[config.mk]
export PLATFORM = sky130hd
export DESIGN_NAME = change_dispenser
export DESIGN_NICKNAME = d
export VERILOG_FILES = /design/src/rtl/vend_pkg.sv /design/src/rtl/change_denom_pick.sv /design/src/rtl/change_dispenser.sv
export SDC_FILE = /design/constraint.sdc
export NUM_CORES = 1
export LEC_CHECK = 0
export CELL_PAD_IN_SITES_DETAIL_PLACEMENT = 0
export CELL_PAD_IN_SITES_GLOBAL_PLACEMENT = 2
export CORE_MARGIN = 2
export CORE_UTILIZATION = 29
export DETAILED_ROUTE_END_ITERATION = 6
export HOLD_SLACK_MARGIN = 0.15
export PLACE_DENSITY_LB_ADDON = 0.1
export SKIP_LAST_GASP = 1
export SYNTH_ARGS = -nofsm -noshare
export SYNTH_HDL_FRONTEND = slang
export SYNTH_SLANG_ARGS = --single-unit
[constraint.sdc]
create_clock -name clk -period 2.5 [get_ports clk]
set_input_delay 0.75 -clock clk [delete_from_list [all_inputs] [get_ports clk]]
set_output_delay 0.75 -clock clk [all_outputs]
set_load 0.03 [all_outputs]
[src/rtl/vend_pkg.sv]
// Shared types and constants for the vending-machine change path.
// Stock-tracking types are consumed only when CHANGE_STOCK_EN is defined.
package vend_pkg;

  localparam int AMT_W_DEF = 7;
  localparam int NUM_DENOM = 4;

  localparam int COIN_1  = 1;
  localparam int COIN_5  = 5;
  localparam int COIN_10 = 10;
  localparam int COIN_50 = 50;

  typedef enum logic [1:0] {IDLE, ISSUE, DONE} state_e;

  typedef enum logic [1:0] {D_1 = 2'd0, D_5 = 2'd1, D_10 = 2'd2, D_50 = 2'd3} denom_e;

  function automatic denom_e denom_idx(input int unsigned val);
    denom_e idx;
    case (val)
      COIN_50: idx = D_50;
      COIN_10: idx = D_10;
      COIN_5:  idx = D_5;
      default: idx = D_1;
    endcase
    return idx;
  endfunction

endpackage

[src/rtl/change_denom_pick.sv]
// Greedy coin selector: largest available denomination not exceeding rem_i.
// With CHANGE_STOCK_EN, avail_i masks out denominations whose hopper is empty.
module change_denom_pick
  import vend_pkg::*;
#(
  parameter int AMT_W = AMT_W_DEF
) (
  input  logic [AMT_W-1:0]     rem_i,
`ifdef CHANGE_STOCK_EN
  input  logic [NUM_DENOM-1:0] avail_i,
`endif
  output logic [AMT_W-1:0]     coin_o,
  output logic                 none_o
);

  logic [NUM_DENOM-1:0] ok;

  always_comb begin
`ifdef CHANGE_STOCK_EN
    ok = avail_i;
`else
    ok = '1;
`endif
    coin_o = '0;
    if      (rem_i >= AMT_W'(COIN_50) && ok[D_50]) coin_o = AMT_W'(COIN_50);
    else if (rem_i >= AMT_W'(COIN_10) && ok[D_10]) coin_o = AMT_W'(COIN_10);
    else if (rem_i >= AMT_W'(COIN_5)  && ok[D_5])  coin_o = AMT_W'(COIN_5);
    else if (rem_i >= AMT_W'(COIN_1)  && ok[D_1])  coin_o = AMT_W'(COIN_1);
    none_o = (coin_o == '0);
  end

endmodule

[src/rtl/change_dispenser.sv]
// Breaks a change amount into 50/10/5/1 coins and hands them out one per handshake.
// Optional CHANGE_STOCK_EN adds per-denomination hopper stock, refill and short reporting.
module change_dispenser
  import vend_pkg::*;
#(
  parameter int AMT_W = AMT_W_DEF
`ifdef CHANGE_STOCK_EN
  , parameter int STOCK_INIT = 8
`endif
) (
  input  logic             clk,
  input  logic             reset,
  input  logic             chg_req,
  input  logic [AMT_W-1:0] chg_amt,
  output logic             coin_valid,
  output logic [AMT_W-1:0] coin_val,
  input  logic             coin_ready,
  output logic             busy,
  output logic             done
`ifdef CHANGE_STOCK_EN
  , input  logic             refill
  , output logic             short
  , output logic [AMT_W-1:0] short_amt
`endif
);

  state_e           state_q, state_d;
  logic [AMT_W-1:0] rem_q, rem_d, val_q, val_d;
  logic             valid_q, valid_d, busy_q, busy_d, done_q, done_d;
  logic [AMT_W-1:0] rem_sub, pick_in, pick_coin;
  logic             hs, pick_none;

  assign hs      = valid_q & coin_ready;
  assign rem_sub = rem_q - val_q;
  // One selector serves both the first coin (from chg_amt) and the lookahead coin after a handshake.
  assign pick_in = (state_q == IDLE) ? chg_amt : rem_sub;

`ifdef CHANGE_STOCK_EN
  logic [NUM_DENOM-1:0][7:0] stock_q, stock_d;
  logic [NUM_DENOM-1:0]      avail;
  logic                      short_q, short_d;
  logic [AMT_W-1:0]          samt_q, samt_d;

  // Lookahead must see the post-handshake stock so an emptied hopper is skipped immediately.
  always_comb begin
    stock_d = stock_q;
    if (state_q == IDLE && refill) stock_d = {NUM_DENOM{8'(STOCK_INIT)}};
    else if (hs) stock_d[denom_idx(32'(val_q))] = stock_q[denom_idx(32'(val_q))] - 8'd1;
    for (int i = 0; i < NUM_DENOM; i++) avail[i] = |stock_d[i];
  end

  always_ff @(posedge clk) begin
    if (reset) begin
      stock_q <= {NUM_DENOM{8'(STOCK_INIT)}};
      short_q <= 1'b0;
      samt_q  <= '0;
    end else begin
      stock_q <= stock_d;
      short_q <= short_d;
      samt_q  <= samt_d;
    end
  end

  assign short     = short_q;
  assign short_amt = samt_q;
`endif

  change_denom_pick #(.AMT_W(AMT_W)) u_pick (
    .rem_i   (pick_in),
`ifdef CHANGE_STOCK_EN
    .avail_i (avail),
`endif
    .coin_o  (pick_coin),
    .none_o  (pick_none)
  );

  always_comb begin
    state_d = state_q;
    rem_d   = rem_q;
    valid_d = valid_q;
    val_d   = val_q;
    busy_d  = busy_q;
    done_d  = 1'b0;
`ifdef CHANGE_STOCK_EN
    short_d = short_q;
    samt_d  = samt_q;
`endif
    unique case (state_q)
      IDLE: begin
        busy_d = 1'b0;
        if (chg_req) begin
          busy_d = 1'b1;
          rem_d  = chg_amt;
          // pick_none covers both a zero amount and an amount nothing in stock can serve.
          if (pick_none) begin
            state_d = DONE;
            done_d  = 1'b1;
`ifdef CHANGE_STOCK_EN
            short_d = (chg_amt != '0);
            samt_d  = chg_amt;
`endif
          end else begin
            state_d = ISSUE;
            valid_d = 1'b1;
            val_d   = pick_coin;
`ifdef CHANGE_STOCK_EN
            short_d = 1'b0;
            samt_d  = '0;
`endif
          end
        end
      end
      ISSUE: begin
        if (hs) begin
          rem_d = rem_sub;
          if (pick_none) begin
            state_d = DONE;
            done_d  = 1'b1;
            valid_d = 1'b0;
            val_d   = '0;
`ifdef CHANGE_STOCK_EN
            short_d = (rem_sub != '0);
            samt_d  = rem_sub;
`endif
          end else begin
            val_d = pick_coin;
          end
        end
      end
      DONE: begin
        state_d = IDLE;
        busy_d  = 1'b0;
        rem_d   = '0;
      end
      default: state_d = IDLE;
    endcase
  end

  always_ff @(posedge clk) begin
    if (reset) begin
      state_q <= IDLE;
      rem_q   <= '0;
      valid_q <= 1'b0;
      val_q   <= '0;
      busy_q  <= 1'b0;
      done_q  <= 1'b0;
    end else begin
      state_q <= state_d;
      rem_q   <= rem_d;
      valid_q <= valid_d;
      val_q   <= val_d;
      busy_q  <= busy_d;
      done_q  <= done_d;
    end
  end

  assign coin_valid = valid_q;
  assign coin_val   = val_q;
  assign busy       = busy_q;
  assign done       = done_q;

endmodule

* Yosys cells after proc, flatten, opt, wreduce, memory -nomap -nowiden *
Index checks and enable logic that the tools add are counted.

word-level totals
  flip-flop bits (word level) = 19
  bits in latches = 0
  memory bits (writable) = 0
  ROM bits = 0
  bits of input ports = 11
  output and inout bits = 10
  word-level logic and storage cells = 56
  memories = 0

operators by class
  add/subtract/negate cells = 1
  $mul = 0
  div/mod/pow operators = 0
  magnitude comparators = 4
  equality and inequality tests = 6
  shift-type cells = 0
  multiplexer cells = 29
  bitwise logic cells = 1
  reductions and logical operators = 9

operators by type and width
  kind                number
  $mux 7              10
  $pmux 7 s3          1
  $pmux 7 s2          1
  $mux 1              9
  $mux 2              4
  $ne 2x2->1 const B  4
  $ge 7x1->1 const B  1
  $ge 7x3->1 const B  1
  $ge 7x4->1 const B  1
  $ge 7x6->1 const B  1
  $logic_not 7->1     1
  $sub 7x7->7         1
  $pmux 1 s2          3
  $reduce_and 3->1    2
  $reduce_and 5->1    1
  $pmux 2 s2          1
  $reduce_and 4->1    1
  $reduce_bool 2->1   2
  $reduce_bool 3->1   1
  $eq 2x1->1 const B  1
  $eq 2x2->1 const B  1
  $logic_not 2->1     1
  $and 1x1->1         1

* Logic depth before layout (Yosys ltp) *
Gate-level depths: netlist (run 1).

  depth in word-level cells = 11
  depth in mapped cells = 9
  mapped depth without buffers = 9

* Modules after synthesis *
Synthesis (run 1) repeated with hierarchy kept, for this count alone.

second synthesis, totals
  cells, all modules = 176
  area, all modules = 1,406.3 um^2

modules (own cells, without submodules)
  module             instances  cells each  area an instance (um^2)
  change_dispenser   1          158         1,290.0
  change_denom_pick  1          18          116.4

* Least setup slack after synthesis (run 1) *
OpenSTA, ideal clock, no wires.

  kind = reg2reg
  from = reg val_q[0], in the netlist coin_val[0]
  to = reg state_q[0]
  library setup time = 115 ps
  data arrival time = 2,373 ps
  required time = 2,385 ps
  slack = 12 ps
  stages on the path, launching flop included = 9
  period minus slack after synthesis = 2,488 ps
  path through = dfxtp_1 -> ha_1 -> fa_1 -> xor2_1 -> a31oi_1 -> o41ai_2 -> buf_4 -> o22ai_1 -> o21a_1

between the ends
  cells in the longest elaborated chain, start to end = 11

RTL lines
  element                   line                     RTL
  start: declaration        change_dispenser.sv:28   logic [AMT_W-1:0] rem_q, rem_d, val_q, val_d;
  start signal: assignment  change_dispenser.sv:151  val_q <= val_d;
  $sub 7x7->7 (*)           change_dispenser.sv:34   assign rem_sub = rem_q - val_q;
  $mux 7 (*)                change_dispenser.sv:36   assign pick_in = (state_q == IDLE) ? chg_amt : rem_sub;
  $ge 7x1->1                change_denom_pick.sv:28  else if (rem_i >= AMT_W'(COIN_1) && ok[D_1]) coin_o = AMT_W'(COIN_1);
  $mux 1                    change_denom_pick.sv:28
  $mux 7                    change_denom_pick.sv:27  else if (rem_i >= AMT_W'(COIN_5) && ok[D_5]) coin_o = AMT_W'(COIN_5);
  $mux 7                    change_denom_pick.sv:26  else if (rem_i >= AMT_W'(COIN_10) && ok[D_10]) coin_o = AMT_W'(COIN_10);
  $mux 7 (*)                change_denom_pick.sv:25  if (rem_i >= AMT_W'(COIN_50) && ok[D_50]) coin_o = AMT_W'(COIN_50);
  $logic_not 7->1 (*)       change_denom_pick.sv:29  none_o = (coin_o == '0);
  $mux 2                    change_dispenser.sv:95   if (pick_none) begin
  $mux 2                    change_dispenser.sv:91   if (chg_req) begin
  $pmux 2 s2                change_dispenser.sv:88   unique case (state_q)
  end signal: assignment    change_dispenser.sv:148  state_q <= state_d;
  end: declaration          change_dispenser.sv:27   state_e state_q, state_d;

Every way passes the cells marked *; elsewhere a longest branch is shown, timed or not. The select of a mux whose other input is x is not followed.
A chain may end at the register's enable or synchronous reset.

* Worst setup path in the final report (run 1) *
  from = reg val_q[2], in the netlist coin_val[2]
  to = reg valid_q, in the netlist coin_valid

between the ends
  cells in the longest elaborated chain, start to end = 10

RTL lines
  element                                line                     RTL
  $sub 7x7->7 (*)                        change_dispenser.sv:34
  $mux 7 (*)                             change_dispenser.sv:36
  $ge 7x1->1                             change_denom_pick.sv:28
  $mux 1                                 change_denom_pick.sv:28
  $mux 7                                 change_denom_pick.sv:27
  $mux 7                                 change_denom_pick.sv:26
  $mux 7 (*)                             change_denom_pick.sv:25
  $logic_not 7->1 (*)                    change_denom_pick.sv:29
  $ne 2x2->1 (no source line)            -
  $reduce_and 5->1 (no source line) (*)  -
  end signal: assignment                 change_dispenser.sv:150  valid_q <= valid_d;
  end: declaration                       change_dispenser.sv:29   logic valid_q, valid_d, busy_q, busy_d, done_q, done_d;

Every way passes the cells marked *; elsewhere a longest branch is shown, timed or not.

==> results.sh, run 1 <==
export IMPL_vias=1424
export IMPL_synth_cell_types=54
export IMPL_final_layout_size_suffix_gt1_share_pct=24.8
export IMPL_endpoint_kind="flop"
export IMPL_maxCapViolCount=0
export IMPL_yosysMostFrequentCell="dfxtp_1"
export IMPL_r2r_start="coin_val[2]$_SDFFE_PP0P_"
export IMPL_pwr_density_cell_nw_per_um2=1430
export IMPL_synthCells=170
export IMPL_synth_edf_count=0
export IMPL_synth_nets=192
export IMPL_startpoint="coin_val[2]$_SDFFE_PP0P_"
export IMPL_cts_root_buf="clkbuf_8"
export IMPL_crit_end="coin_valid$_SDFFE_PP0P_"
export IMPL_hold_class="reg -> reg"
export IMPL_antenna_found_initial=0
export IMPL_regToRegEndpoint="coin_valid$_SDFFE_PP0P_"
export IMPL_placed_cells=268
export IMPL_cts_tree="yes"
export IMPL_async_flop_share_pct=0
export IMPL_yosysWarningCount=0
export IMPL_synth_ff_type="dfxtp_1"
export IMPL_fmax_mhz=408
export IMPL_min_period_over_period_pct=98.1
export IMPL_p_switching_mw=1.38
export IMPL_setup_violations=0
export IMPL_die_area_sq_um=5500
export IMPL_grt_pass1_wl_um=6780
export IMPL_die_w_um=74.1
export IMPL_critPathArrivalTime_ps=2620
export IMPL_p_clk_share_pct=8.2
export IMPL_clkLatencyLatePin_ps=260
export IMPL_grt_util_all_layers_pct=16.3
export IMPL_intPower_mw=1.38
export IMPL_hpwl_um=3270
export IMPL_worst_r2r_cell_count=8
export IMPL_synth_top_area_cell="dfxtp_1"
export IMPL_io_buffers=19
export IMPL_grt_overflow=0
export IMPL_cts_htree_levels=1
export IMPL_grt_pass1_vias=1363
export IMPL_r2r_slack_ps=50
export IMPL_required_ps=2660
export IMPL_status="complete, no violations"
export IMPL_wl_um=4280
export IMPL_drtIter0Drc=73
export IMPL_hold_depth=2
export IMPL_grt_setup_unrepaired="yes"
export IMPL_critPathMaxFanout=6
export IMPL_num_io_pins=21
export IMPL_cts_sinks=17
export IMPL_leakage_nw=0.773
export IMPL_stdcell_count=273
export IMPL_avgSynthCellArea_sq_um=8.39
export IMPL_dr_pass1_iters=4
export IMPL_skew_ps=4.98
export IMPL_netlist_area_leader_share_pct=23.9
export IMPL_clkTransAtPathRegs_ps=80
export IMPL_synth_seq_cells=17
export IMPL_cts_max_path_buffers=2
export IMPL_hold_viol=0
export IMPL_vdd_drop_max_mv=0.508
export IMPL_hp_start="coin_val[3]$_SDFFE_PP0P_"
export IMPL_ant_nets=0
export IMPL_synthTopCellsByArea="dfxtp_1 (24%), ha_1 (8.8%), o41ai_2 (4.6%)"
export IMPL_core_sq_um=4720
export IMPL_combPwrFrac_pct=76.3
export IMPL_yosysSeqAreaShare_pct=23.9
export IMPL_cts_buffers=3
export IMPL_critical_path_class="reg -> reg"
export IMPL_avgViaCountPerCell=5.22
export IMPL_rows=25
export IMPL_post_cts_buffers=0
export IMPL_pwr_share_seq_pct=15.4
export IMPL_syn2layout_area_growth_pct=35.6
export IMPL_wl_per_cell_um=15.7
export IMPL_synth_area_sq_um=1430
export IMPL_route_detailed_drc=0
export IMPL_gp_congestion=0.808
export IMPL_post_route_min_period_ps=2450
export IMPL_critPathLaunchType="flop"
export IMPL_fp_dieH_um=74.1
export IMPL_grt_max_degree=14
export IMPL_timing_hold_ws_ps=506
export IMPL_sw_frac_of_total_pct=50.0
export IMPL_start_util_pct=30.2
export IMPL_antenna_cells=0
export IMPL_slew_viol_final=0
export IMPL_final_util_pct=41.0
export IMPL_final_nets=229
export IMPL_synth_commonest_cells="dfxtp_1 (17), inv_1 (15), ha_1 (10), nand2_1 (10), nor2_1 (10)"
critical path, stage by stage, from the launching register on:
cell and delay (ps):
dfxtp_1 370, inv_1 60, ha_1 390, a21oi_1 210
nand2_1 110, or4b_1 550, a31oi_4 320, nand4_1 130
a31o_1 230
final cells by class:
class	instances	area, sq um
inverter	15	56.3
sequential	17	340
multi-input combinational	127	1030
clock buffer	3	41.3
tap	67	83.8
clock inverter	1	7.51
timing repair buffer	43	374
fill	463	2790
power groups by stage:
stage / sequential [mW] / clock [mW] / combinational [mW]
CTS: 0.428 / 0.239 / 1.98
global route: 0.438 / 0.252 / 2.32
detailed placement: 0.433 / 0 / 1.96
finish: 0.427 / 0.228 / 2.11
global placement: 0.430 / 0 / 1.96
floorplan: 0.489 / 0 / 1.31
stage by stage:
| step | power (mW) | area, sq um | setup slack [ps] | setup TNS (ps) |
|---|---|---|---|---|
| 6_report | 2.77 | 1930 | 47.3 | 0 |
| 5_1_grt | 3.01 | 1930 | -58.5 | -66.5 |
| 4_1_cts | 2.65 | 1870 | 79.1 | 0 |
| 3_5_place_dp | 2.39 | 1820 | -150 | -467 |
| 3_3_place_gp | 2.39 | 1820 | -111 | -343 |
| 2_1_floorplan | 1.80 | 1430 | 11.9 | 0 |
registers in the layout (all words and copies together) (netlist names):
name        count
coin_valid      1
rem_q           7
done            1
busy            1
coin_val        5
state_q         2
repair_timing:
action                                  CTS  global route
resized for setup                         1             8
endpoints found under the setup margin    1             6
hold buffers                              0             0
gates cloned                              0             1
worst min-delay path by stage:
stage	endpoint
floorplan	rem_q[5]$_SDFFE_PP0P_
global placement	coin_val[3]$_SDFFE_PP0P_
detailed placement	coin_val[3]$_SDFFE_PP0P_
CTS	coin_val[3]$_SDFFE_PP0P_
global route	coin_val[3]$_SDFFE_PP0P_
finish	coin_val[3]$_SDFFE_PP0P_
layout by cell type, fill, tap and decap left out, drive strengths merged, types with 5 or more instances in the layout:
cell type      instances
a21oi                 10
buf                   23
clkdlybuf4s50         19
dfxtp                 17
ha                    10
inv                   15
nand2                 11
nand3                  7
nor2                  10
nor3                   5
o21a                   5
o21ai                  7
logic make-up after synthesis:
group	Yosys count	synth area share (%)
compound gates	57	34.3
xor+xnor	2	1.23
fa+ha+maj	11	10.2
buf+inv	26	7.98
flops	17	23.9
mux	2	1.40
other cells	1	0.263
simple gates	54	20.8
layer usage:
layer	vias to the layer above	track usage [%]	share of wire [%]
met3	4	3.79	3.5
met5	-	0	0
met1	696	22.2	49
met4	0	5.05	0.79
met2	23	25.8	47
li1	701	-	-
(Power assumes the default switching activity.)
==> run 2: changes to the inputs <==
--- a/config.mk
+++ b/config.mk
@@ -12,6 +12,7 @@
 export DETAILED_ROUTE_END_ITERATION = 6
 export HOLD_SLACK_MARGIN = 0.15
 export PLACE_DENSITY_LB_ADDON = 0.1
+export REMOVE_ABC_BUFFERS = 1
 export SKIP_LAST_GASP = 1
 export SYNTH_ARGS = -nofsm -noshare
 export SYNTH_HDL_FRONTEND = slang
==> run 2 against run 1 <==
Against the previous run:
- sequential share of layout area decreased by 0.090 points
- clock-buffer cell count rose by 1
- clock skew decreased by 2.8 ps
- register-to-register slack gained 50 ps
- non-clock buffer count is 5 higher
- sequential cell count unchanged
- largest cell class unchanged
==> results.sh, run 2 (synthesis results as in run 1) <==
export IMPL_route_detailed_drc=0
export IMPL_drtIter0Drc=27
export IMPL_io_buffers=19
export IMPL_post_route_min_period_ps=2410
export IMPL_wl_per_cell_um=15.7
export IMPL_critPathArrivalTime_ps=2570
export IMPL_slowest_stage="or3b_4"
export IMPL_wl_um=4360
export IMPL_fillerInstances=490
export IMPL_cts_buffers=3
export IMPL_vdd_drop_max_mv=0.490
export IMPL_critPathLaunchType="input port"
export IMPL_setup_violations=0
export IMPL_syn2layout_area_growth_pct=36.3
export IMPL_die_area_sq_um=5500
export IMPL_clkLatencyLatePin_ps=260
export IMPL_cp_top_family="compound AO/OA/AOI/OAI gates"
export IMPL_cts_hold_buf=0
export IMPL_antenna_found_initial=0
export IMPL_hpwl_um=3520
export IMPL_largest_register_ffs=7
export IMPL_cts_root_buf="clkbuf_8"
export IMPL_final_util_pct=41.2
export IMPL_cp_slowest_stage_delay_ps=440
export IMPL_largest_register="rem_q"
export IMPL_path_cells="clkdlybuf4s50_1, or3b_4, o311a_1, a2111oi_4, nand2_2, o41ai_2"
export IMPL_grt_util_all_layers_pct=16.9
export IMPL_grt_max_degree=13
export IMPL_avgViaCountPerCell=5.23
export IMPL_layout_commonest_cell="buf_4"
export IMPL_final_nets=234
export IMPL_hold_class="reg -> reg"
export IMPL_gp_congestion=0.815
export IMPL_place_area_sq_um=1860
export IMPL_timing_hold_ws_ps=509
export IMPL_status="complete, no violations"
export IMPL_fp_dieH_um=74.1
export IMPL_skew_ps=2.16
export IMPL_antenna_cells=0
export IMPL_cts_tree="yes"
export IMPL_hold_viol=0
export IMPL_clkTransAtPathRegs_ps=70
export IMPL_ant_nets=0
export IMPL_maxCapViolCount=0
export IMPL_required_ps=2660
export IMPL_cts_sinks=17
export IMPL_fmax_mhz=414
export IMPL_start_util_pct=30.2
export IMPL_register_area_sq_um=340
export IMPL_min_period_over_period_pct=96.6
export IMPL_leakage_nw=0.789
export IMPL_grt_pass1_wl_um=7040
export IMPL_grt_overflow=0
export IMPL_cts_max_path_buffers=2
export IMPL_fin_area_sq_um=1940
export IMPL_dr_pass1_iters=4
export IMPL_post_cts_buffers=0
export IMPL_critical_path_class="in -> reg"
export IMPL_slew_viol_final=0
export IMPL_layout_common_cells="buf_4 (29), clkdlybuf4s50_1 (19), dfxtp_1 (17), inv_1 (15)"
export IMPL_multi_input_area_sq_um=1010
export IMPL_core_sq_um=4720
export IMPL_grt_setup_unrepaired="yes"
export IMPL_vias=1453
export IMPL_pwr_density_cell_nw_per_um2=1420
export IMPL_endpoint_kind="flop"
export IMPL_num_io_pins=21
export IMPL_worst_path_buf_inv=1
export IMPL_critPathMaxFanout=5
export IMPL_rows=25
export IMPL_grt_pass1_vias=1440
export IMPL_final_layout_size_suffix_gt1_share_pct=26.1
export IMPL_cts_htree_levels=1
export IMPL_die_w_um=74.1
## run 2: worst register-to-register path: stages, from the launching register on
cell	delay, ps
dfxtp_1	330
inv_1	50
ha_1	230
fa_2	410
nor2b_4	170
o221ai_1	140
o311a_1	190
a2111oi_4	380
nand2_2	130
o41ai_2	290
## run 2: power by group
| part | internal (mW) | leakage [nW] | switching [mW] | total (mW) |
|---|---|---|---|---|
| clock | 0.113 | 0.0228 | 0.104 | 0.217 |
| combinational | 0.926 | 0.626 | 1.19 | 2.12 |
| sequential | 0.358 | 0.140 | 0.0621 | 0.420 |
## run 2: per-layer routing
metal	GRT usage (%)	routed length [um]
met1	22.4	2140
met2	28.3	2040
met3	2.03	98
met4	5.86	78
met5	0	0
## run 2: final cells by class
class | count | share of cell area (%)
well taps | 67 | 4.31
flip-flops and latches | 17 | 17.5
repair buffers | 48 | 21.0
multi-input cells | 127 | 52.0
clock buffers | 4 | 2.32
inverters | 15 | 2.90
## run 2: timing repair
item                       in CTS  in global routing
gates resized for setup         3                  4
hold endpoints to repair        0                  0
pin swaps                       1                  2
setup endpoints to repair       1                  9
## run 2: final timing paths
kind	start	endpoint	slack (ps)	cells past startpoint
worst min register to register	rem_q[5]$_SDFFE_PP0P_	rem_q[5]$_SDFFE_PP0P_	510	2
worst min-delay path	rem_q[5]$_SDFFE_PP0P_	rem_q[5]$_SDFFE_PP0P_	510	2
worst max-delay path	chg_amt[4]	coin_val[2]$_SDFFE_PP0P_	90	6
worst max register to register	rem_q[0]$_SDFFE_PP0P_	coin_val[2]$_SDFFE_PP0P_	100	9
## run 2: stage by stage
step                      setup slack (ps)  TNS (ps)  power (mW)  std cells
after floorplan                       -275     -1280        1.74        159
after global placement                -125      -596        2.46        274
after detailed placement              -178      -727        2.46        274
after CTS                             20.7         0        2.72        278
after global routing                 -12.5     -21.8        2.96        278
final                                 85.5         0        2.75        278
